File: src/rtl/uart_frame_pkg.sv
// Shared definitions for the UART frame sequencer: state encoding,
// default start-of-frame marker and width helpers.
package uart_frame_pkg;

    // Frame sequencer states
    typedef enum logic [1:0] {
        IDLE    = 2'd0,
        PAYLOAD = 2'd1,
        CHECK   = 2'd2,
        HOLD    = 2'd3
    } frame_state_e;

    // Default start-of-frame marker
    localparam logic [7:0] DEFAULT_HDR_BYTE = 8'hA5;

    // Counter width able to hold 0 .. cycles-1 (never narrower than one bit)
    function automatic int timer_width(input int cycles);
        int w;
        w = $clog2(cycles);
        if (w < 1) begin
            w = 1;
        end
        return w;
    endfunction

    // Index width able to address 0 .. count-1 (never narrower than one bit)
    function automatic int index_width(input int count);
        int w;
        w = $clog2(count);
        if (w < 1) begin
            w = 1;
        end
        return w;
    endfunction

endpackage

File: src/rtl/uart_frame_ctrl_gap_timer.sv
// Inter-byte gap timer. Counts cycles while enabled, restarts on clear,
// and raises expire in the cycle the count reaches TIMEOUT_CYC-1 without
// a clear. A clear in the expiry cycle suppresses the expiry.
module frame_gap_timer
    import uart_frame_pkg::*;
#(
    parameter int TIMEOUT_CYC = 200000
) (
    input  logic clk,
    input  logic rst,
    input  logic clr,
    input  logic en,
    output logic expire
);

    localparam int               CNT_W    = timer_width(TIMEOUT_CYC);
    localparam logic [CNT_W-1:0] CNT_LAST = CNT_W'(TIMEOUT_CYC - 1);
    localparam logic [CNT_W-1:0] CNT_ONE  = CNT_W'(1);
    localparam logic [CNT_W-1:0] CNT_ZERO = CNT_W'(0);

    logic [CNT_W-1:0] cnt_r;

    assign expire = en & ~clr & (cnt_r == CNT_LAST);

    // Gap counter: restarts on a byte, when idle, or after it has expired
    always_ff @(posedge clk) begin
        if (rst) begin
            cnt_r <= CNT_ZERO;
        end else if (clr || !en || expire) begin
            cnt_r <= CNT_ZERO;
        end else begin
            cnt_r <= cnt_r + CNT_ONE;
        end
    end

endmodule

File: src/rtl/uart_frame_ctrl.sv
// Frame-level sequencer between a UART byte receiver and a wide consumer.
// Hunts for a header byte, gathers NUM_BYTES payload bytes (first byte in
// the low lane), verifies a trailing XOR checksum and then holds the word
// on a valid/ready handshake. Gap timeouts, checksum mismatches and bytes
// arriving while a word is held are reported as one-cycle error pulses.
module uart_frame_ctrl
    import uart_frame_pkg::*;
#(
    parameter logic [7:0] HDR_BYTE    = DEFAULT_HDR_BYTE,
    parameter int         NUM_BYTES   = 8,
    parameter int         TIMEOUT_CYC = 200000
) (
    input  logic                   clk,
    input  logic                   rst,
    input  logic [7:0]             rx_data,
    input  logic                   rx_done,
    output logic [8*NUM_BYTES-1:0] frame_data,
    output logic                   frame_valid,
    input  logic                   frame_ready,
    output logic                   busy,
    output logic                   err_timeout,
    output logic                   err_chksum,
    output logic                   err_overrun,
    output logic [15:0]            frame_cnt
);

    localparam int               IDX_W    = index_width(NUM_BYTES);
    localparam logic [IDX_W-1:0] IDX_LAST = IDX_W'(NUM_BYTES - 1);
    localparam logic [IDX_W-1:0] IDX_ONE  = IDX_W'(1);
    localparam logic [IDX_W-1:0] IDX_ZERO = IDX_W'(0);

    frame_state_e     state_r;
    logic             rx_done_d_r;
    logic [IDX_W-1:0] idx_r;
    logic [7:0]       chk_r;

    logic             acc_s;
    logic             hdr_s;
    logic             timer_en_s;
    logic             expire_s;

    // A byte counts once per rising edge of rx_done, however long it is held
    assign acc_s      = rx_done & ~rx_done_d_r;
    assign hdr_s      = acc_s & (rx_data == HDR_BYTE);
    assign timer_en_s = (state_r == PAYLOAD) || (state_r == CHECK);

    frame_gap_timer #(
        .TIMEOUT_CYC (TIMEOUT_CYC)
    ) u_gap_timer (
        .clk    (clk),
        .rst    (rst),
        .clr    (acc_s),
        .en     (timer_en_s),
        .expire (expire_s)
    );

    // Frame sequencer with all outputs registered
    always_ff @(posedge clk) begin
        if (rst) begin
            state_r     <= IDLE;
            rx_done_d_r <= 1'b0;
            idx_r       <= IDX_ZERO;
            chk_r       <= 8'h00;
            frame_data  <= '0;
            frame_valid <= 1'b0;
            busy        <= 1'b0;
            err_timeout <= 1'b0;
            err_chksum  <= 1'b0;
            err_overrun <= 1'b0;
            frame_cnt   <= 16'h0000;
        end else begin
            rx_done_d_r <= rx_done;
            err_timeout <= 1'b0;
            err_chksum  <= 1'b0;
            err_overrun <= 1'b0;

            case (state_r)
                IDLE: begin
                    if (hdr_s) begin
                        state_r <= PAYLOAD;
                        idx_r   <= IDX_ZERO;
                        chk_r   <= 8'h00;
                        busy    <= 1'b1;
                    end else begin
                        busy    <= 1'b0;
                    end
                end

                PAYLOAD: begin
                    // A header value here is ordinary payload data
                    if (acc_s) begin
                        frame_data[{idx_r, 3'b000} +: 8] <= rx_data;
                        chk_r <= chk_r ^ rx_data;
                        if (idx_r == IDX_LAST) begin
                            state_r <= CHECK;
                        end else begin
                            idx_r   <= idx_r + IDX_ONE;
                        end
                    end else if (expire_s) begin
                        err_timeout <= 1'b1;
                        state_r     <= IDLE;
                        busy        <= 1'b0;
                    end else begin
                        state_r     <= PAYLOAD;
                    end
                end

                CHECK: begin
                    if (acc_s) begin
                        if (rx_data == chk_r) begin
                            state_r     <= HOLD;
                            frame_valid <= 1'b1;
                        end else begin
                            err_chksum  <= 1'b1;
                            state_r     <= IDLE;
                            busy        <= 1'b0;
                        end
                    end else if (expire_s) begin
                        err_timeout <= 1'b1;
                        state_r     <= IDLE;
                        busy        <= 1'b0;
                    end else begin
                        state_r     <= CHECK;
                    end
                end

                HOLD: begin
                    // On a completing handshake the byte is treated as an IDLE input
                    if (frame_ready) begin
                        frame_valid <= 1'b0;
                        frame_cnt   <= frame_cnt + 16'd1;
                        if (hdr_s) begin
                            state_r <= PAYLOAD;
                            idx_r   <= IDX_ZERO;
                            chk_r   <= 8'h00;
                            busy    <= 1'b1;
                        end else begin
                            state_r <= IDLE;
                            busy    <= 1'b0;
                        end
                    end else if (acc_s) begin
                        err_overrun <= 1'b1;
                    end else begin
                        state_r     <= HOLD;
                    end
                end

                default: begin
                    state_r     <= IDLE;
                    frame_valid <= 1'b0;
                    busy        <= 1'b0;
                end
            endcase
        end
    end

endmodule

File: config.mk
export PLATFORM = sky130hd
export DESIGN_NAME = uart_frame_ctrl
export DESIGN_NICKNAME = d
export VERILOG_FILES = /design/src/rtl/uart_frame_pkg.sv /design/src/rtl/uart_frame_ctrl_gap_timer.sv /design/src/rtl/uart_frame_ctrl.sv
export SDC_FILE = /design/constraint.sdc
export NUM_CORES = 1
export LEC_CHECK = 0
export ABC_AREA = 0
export CORE_ASPECT_RATIO = 1.25
export CORE_MARGIN = 3
export CORE_UTILIZATION = 52
export CTS_BUF_LIST = sky130_fd_sc_hd__clkbuf_4 sky130_fd_sc_hd__clkbuf_8 sky130_fd_sc_hd__clkbuf_16
export CTS_CLUSTER_SIZE = 40
export DETAILED_ROUTE_END_ITERATION = 10
export PLACE_DENSITY = 0.86
export SYNTH_ARGS = -nofsm -noshare
export SYNTH_HDL_FRONTEND = slang
export SYNTH_SLANG_ARGS = --single-unit
File: constraint.sdc
create_clock -name clk -period 2.8 [get_ports clk]
set_input_delay 0.7 -clock clk [delete_from_list [all_inputs] [get_ports clk]]
set_output_delay 0.7 -clock clk [all_outputs]
set_load 0.01 [all_outputs]
# Yosys cells after proc, flatten, opt, wreduce, memory -nomap -nowiden
# Cells that the tools add are included.
# totals
inputBits,12
register_bits,117
word_cells,99
output_inout_bits,85
# classes
eq_ne,17
n_mux,35
n_bitwise,10
add_sub_neg,4
n_reduce_logical,19
n_shift,2
# ops
op,count
$bwmux W64,1
$shift A8 B8 Y64 const A,1
$shiftx A8 B8 Y64,1
$mux W8,3
$pmux W8 S3,1
$add A18 B1 Y18 const B,1
$eq A18 B18 Y1 const B,1
$add A16 B1 Y16 const B,1
$mux W2,8
$mux W1,14
$mux W3,4
$ne A2 B2 Y1 const B,6
$pmux W3 S3,1
$reduce_and A3 Y1,3
$reduce_or A3 Y1,3
$eq A8 B8 Y1,1
$eq A8 B8 Y1 const B,1
$neg A6 Y8,1
$pmux W2 S4,1
$reduce_and A4 Y1,2
$xor A8 B8 Y8,1
$ne A3 B3 Y1 const B,2
$not A1 Y1,5
$and A1 B1 Y1,4
other kinds (15),20

# Logic depth before layout (Yosys ltp)
# logic_depth
word_depth,8
depth_mapped,10
ltp_nobuf,8

# Modules after synthesis
# From an unflattened synthesis, not the netlist that was laid out.
# hier_totals
cells_unflattened,609
hier_area_um2,5211.2
# by_module_without_submodules
mod,cells_each,n_inst,seq_area_each_um2,area_per_inst_um2
uart_frame_ctrl,508,1,1981.9,4330.4
frame_gap_timer,101,1,360.3,880.8

# Worst setup path after synthesis
# No wires, ideal clock.
# synth_path
path_kind,flip-flop to flip-flop
start,register idx_r[0]
end,register frame_data[32]
stages_incl_launch_ff,11
slack_ps,363
synth_period_minus_slack_ps,2437
setup_ps,128
t_arrival_ps,2310
required_ps,2672
path_buffers,3
path_cell_list,dfxtp_1 clkbuf_1 inv_1 ha_1 ha_1 clkbuf_1 nand3_1 nor4b_1 buf_2 mux2i_1 nor2_1
# synth_between
elab_chain_cells,3
elab_cells_between_ends,4
classes_between,add/sub: 1; shift: 2; mux: 1
# synth_lines
element,line,rtl
"start, declared",uart_frame_ctrl.sv:34,logic [IDX_W-1:0] idx_r;
"start signal, assigned",uart_frame_ctrl.sv:97,idx_r <= idx_r + IDX_ONE;
$neg A6 Y8 *,uart_frame_ctrl.sv:92,"frame_data[{idx_r, 3'b000} +: 8] <= rx_data;"
$shiftx A8 B8 Y64 or $shift A8 B8 Y64 (tied branches),uart_frame_ctrl.sv:92,
$bwmux W64 *,uart_frame_ctrl.sv:92,
"end signal, assigned by index",uart_frame_ctrl.sv:92,
"end, declared",uart_frame_ctrl.sv:17,"output logic [8*NUM_BYTES-1:0] frame_data,"
# Mark *: on every way between the ends. The rest lies on a longest branch, timed or not.
# A chain may end at the register's enable or synchronous reset.

# Final worst setup path
# layout_path
start,input port rx_data[1]
end,register state_r[0]
# layout_between
elab_chain_cells,5
elab_cells_between_ends,10
classes_between,eq/ne: 3; mux: 5; bitwise: 1; reduce/logical: 1
# layout_lines
element,line,rtl
"start, declared",uart_frame_ctrl.sv:15,"input logic [7:0] rx_data,"
$eq A8 B8 Y1,uart_frame_ctrl.sv:44,assign hdr_s = acc_s & (rx_data == HDR_BYTE);
$and A1 B1 Y1,uart_frame_ctrl.sv:44,
$mux W1,uart_frame_ctrl.sv:132,if (hdr_s) begin
$mux W2,uart_frame_ctrl.sv:129,if (frame_ready) begin
$pmux W2 S4,uart_frame_ctrl.sv:77,case (state_r)
"end signal, assigned",uart_frame_ctrl.sv:80,state_r <= PAYLOAD;
"end signal, assigned",uart_frame_ctrl.sv:133,state_r <= PAYLOAD;
"end signal, assigned",uart_frame_ctrl.sv:138,state_r <= IDLE;
"end, declared",uart_frame_ctrl.sv:32,frame_state_e state_r;
# Parallel ways exist; a longest one is shown, timed or not.

==> metrics.cfg <==
[power_and_ir_drop]
switching_share_pct=22.2
power-per-cell-area_nw_per_um2=561
vdd_drop_max_uv=453
power_frac_comb_pct=2.5
power_leakage_uw=0.00253
power_switching_uw=841
clock_power_share_pct=53.5
pwr-share-seq_pct=44.0
power.internal_uw=2950

[cts]
cts_buffer_depth=2
post_cts_buffers=0
cts_tree=yes
root_buffer=clkbuf_16
clk_pin_slew_ns=0.05
cts_buffers=17
clkSinkCount=117
htreeDepth=4
ctsHoldBuffers=0
clk_latency_ns=0.40
ctsResizeCount=0

[critical_path]
reg2reg_slack_ns=0.48
r2r-start=state_r[1]
worstPathRequired_ns=3.05
r2r-end=state_r[0]
crit_chain=clkdlybuf4s50_1 > nor4b_4 > and4_1 > o211ai_2 > a2111oi_0 > a221oi_1
max_stage_delay_ns=0.59
rr_worst_depth=7
crit_arrival_ns=2.80
cpMaxStageDelayCell=a2111oi_0
crit_path_start_kind=primary input
path_class=primary input to flip-flop
crit_fanout=5
worst_setup_path_end_kind=flip-flop

[logic_synthesis]
synth_cell_types=48
synth_top_family_by_area=simple AND/OR/NAND/NOR gates
yosysWarnings=0
synth_compound_area_share_pct=4.87
synthMuxAreaShare_pct=13.0
synth_edf_count=0
syn-cell-area_sq_um=5030
synth_fa_ha_area_share_pct=2.98
synthXorXnorAreaFrac_pct=6.44
syn_avg_cell_area_sq_um=9.34
syn_nets=563
synthCells=539
synth_seq_cells=117
synthSimpleGateAreaFrac_pct=22.9
yosysSeqAreaShare_pct=46.5
synthArstFlopShare_pct=0
synth_flop_cell=dfxtp_1

[detailed_routing]
viasPerCell=5.55
route.detailed.drc=0
vias=4342
drt-wirelength-per-cell_um=17.2
ant_nets=0
totalWireLength_um=13500
firstDrtPassIters=5
drtIter0Drc=284

[timing]
hold_violations=0
min_period_over_period_pct=91.3
drv_slew=0
fmaxAchievable_mhz=391
clock_skew_ns=0.00751
relSlewSlack_pct=57.9
grt_setup_unrepaired=false
finalSetupViolCount=0
fin_crit_ns=2.56
tightest_slew_ns=0.615
holdWs_ns=0.443

[floorplanning]
dieWidth_um=94
rows=39
coreArea_sq_um=9270
die_h_um=116
dieArea_sq_um=10900
start_util_pct=54.3
num_io_pins=97

[final_layout]
register_area_sq_um=2340
fin_nets=671
fin_cells=783
multiInputGateArea_sq_um=2530
syn_to_final_growth_pct=34.1
fillCellCount=637
diodes=0
drive_above_1_share_pct=10.2

[hold_path]
hold_path_class=flip-flop to flip-flop
hold-path-cell-count=1
min_to=u_gap_timer.cnt_r[0]
hp-start=u_gap_timer.cnt_r[0]

[outcome]
status=completed

[placement]
io_buffers=96
dpl.hpwl_um=9230
dp.cells=751
gp_congestion=0.860

[job]
max_cap_viol_count=0

[global_routing]
grt_pass1_wl_um=22100
antenna_found_initial=0
grt_usage_pct=26.1
grt_overflow=0
grt_pass1_vias=4407
grt_max_degree=41

## cells in the mapped netlist, types with 7 or more instances
| library cell | n | area, sq um |
|---|---|---|
| inv_1 | 10 | 37.5 |
| ha_1 | 12 | 150 |
| nor2_1 | 111 | 417 |
| nand2_1 | 24 | 90.1 |
| dfxtp_1 | 117 | 2340 |
| nand3_1 | 11 | 55.1 |
| nand4_1 | 12 | 75.1 |
| xnor2_1 | 18 | 158 |
| nand3b_1 | 9 | 67.6 |
| nor3_1 | 7 | 35.0 |
| clkbuf_1 | 18 | 67.6 |
| a21oi_1 | 17 | 85.1 |
| and2_1 | 11 | 68.8 |
| xor2_1 | 19 | 166 |
| mux2i_1 | 64 | 641 |
| o21ai_0 | 17 | 85.1 |
## power by group through the flow
| stage | clock (uW) | sequential (uW) | combinational (uW) |
|---|---|---|---|
| after floorplan | 0 | 1700 | 54.0 |
| after global placement | 0 | 1700 | 90.1 |
| after detailed placement | 0 | 1700 | 91.6 |
| after CTS | 2050 | 1670 | 93.3 |
| after global routing | 2130 | 1670 | 101 |
| final | 2030 | 1670 | 95.3 |
## metal layers
metal | GRT usage [%] | share of wire [%] | vias to the layer above
li1 | - | - | 2052
met3 | 8.77 | 6.5 | 33
met4 | 11.0 | 2.2 | 0
met2 | 45.7 | 52 | 163
met1 | 28.9 | 39 | 2094
met5 | 0 | 0 | -
## how the worst max path moves through the flow
stage,depth (start not counted),endpoint,startpoint
floorplan,10,frame_data[32],idx_r[0]
global placement,6,frame_valid,rx_data[1]
detailed placement,6,state_r[0],rx_data[1]
CTS,6,state_r[0],rx_data[1]
global route,6,state_r[0],rx_data[6]
finish,6,state_r[0],rx_data[1]
## flip-flops by register name (all words and copies together) (netlist names), 2 cells and up
| signal | cells |
|---|---|
| state_r | 2 |
| frame_cnt | 16 |
| u_gap_timer.cnt_r | 18 |
| chk_r | 8 |
| idx_r | 3 |
| frame_data | 64 |
## critical path, delay by kind of cell
kind / cells / cell delay, ns
and+or+nand+nor: 2 / 0.62
AOI/OAI and AO/OA: 3 / 0.91
buffers and inverters: 1 / 0.58
## stage by stage
step | setup TNS, ns | power [uW] | setup slack, ns | utilization [%] | area [sq um]
6_report | 0 | 3790 | 0.243 | 72.8 | 6750
5_1_grt | 0 | 3900 | 0.203 | 72.8 | 6750
4_1_cts | 0 | 3810 | 0.387 | 72.8 | 6750
3_5_place_dp | -0.0365 | 1790 | -0.0365 | 66.7 | 6180
3_3_place_gp | 0 | 1790 | 0.173 | 66.7 | 6180
2_1_floorplan | 0 | 1760 | 0.363 | - | 5030
## area by class of cell
cell class | instances | area share [%]
multi-input combinational | 383 | 37.5
sequential | 117 | 34.7
timing repair buffer | 118 | 16.6
clock buffer | 18 | 6.50
tap | 123 | 2.28
clock inverter | 14 | 1.91
inverter | 10 | 0.556
## kinds of logic (layout without fill, tap and decap cells)
family	count (synthesis)	after routing
AOI/OAI and AO/OA	43	43
muxes	65	65
and+or+nand+nor	226	226
xor gates and xnor gates	37	37
buffers and inverters	39	160
adders and majority gates	12	12
DFF	117	117
## layout by cell type (no fill, tap or decap), types with 6 or more instances in the layout
master,n
nand3b_1,9
and2_1,11
nand2_1,24
buf_4,22
nor2_1,111
o21ai_0,17
clkdlybuf4s50_1,95
mux2i_1,64
nor2b_1,6
a21oi_1,17
clkbuf_16,17
dfxtp_1,117
inv_1,10
nand3_1,11
nor3_1,7
xor2_1,19
xnor2_1,18
nand4_1,12
ha_1,12
(Power assumes the default switching activity.)
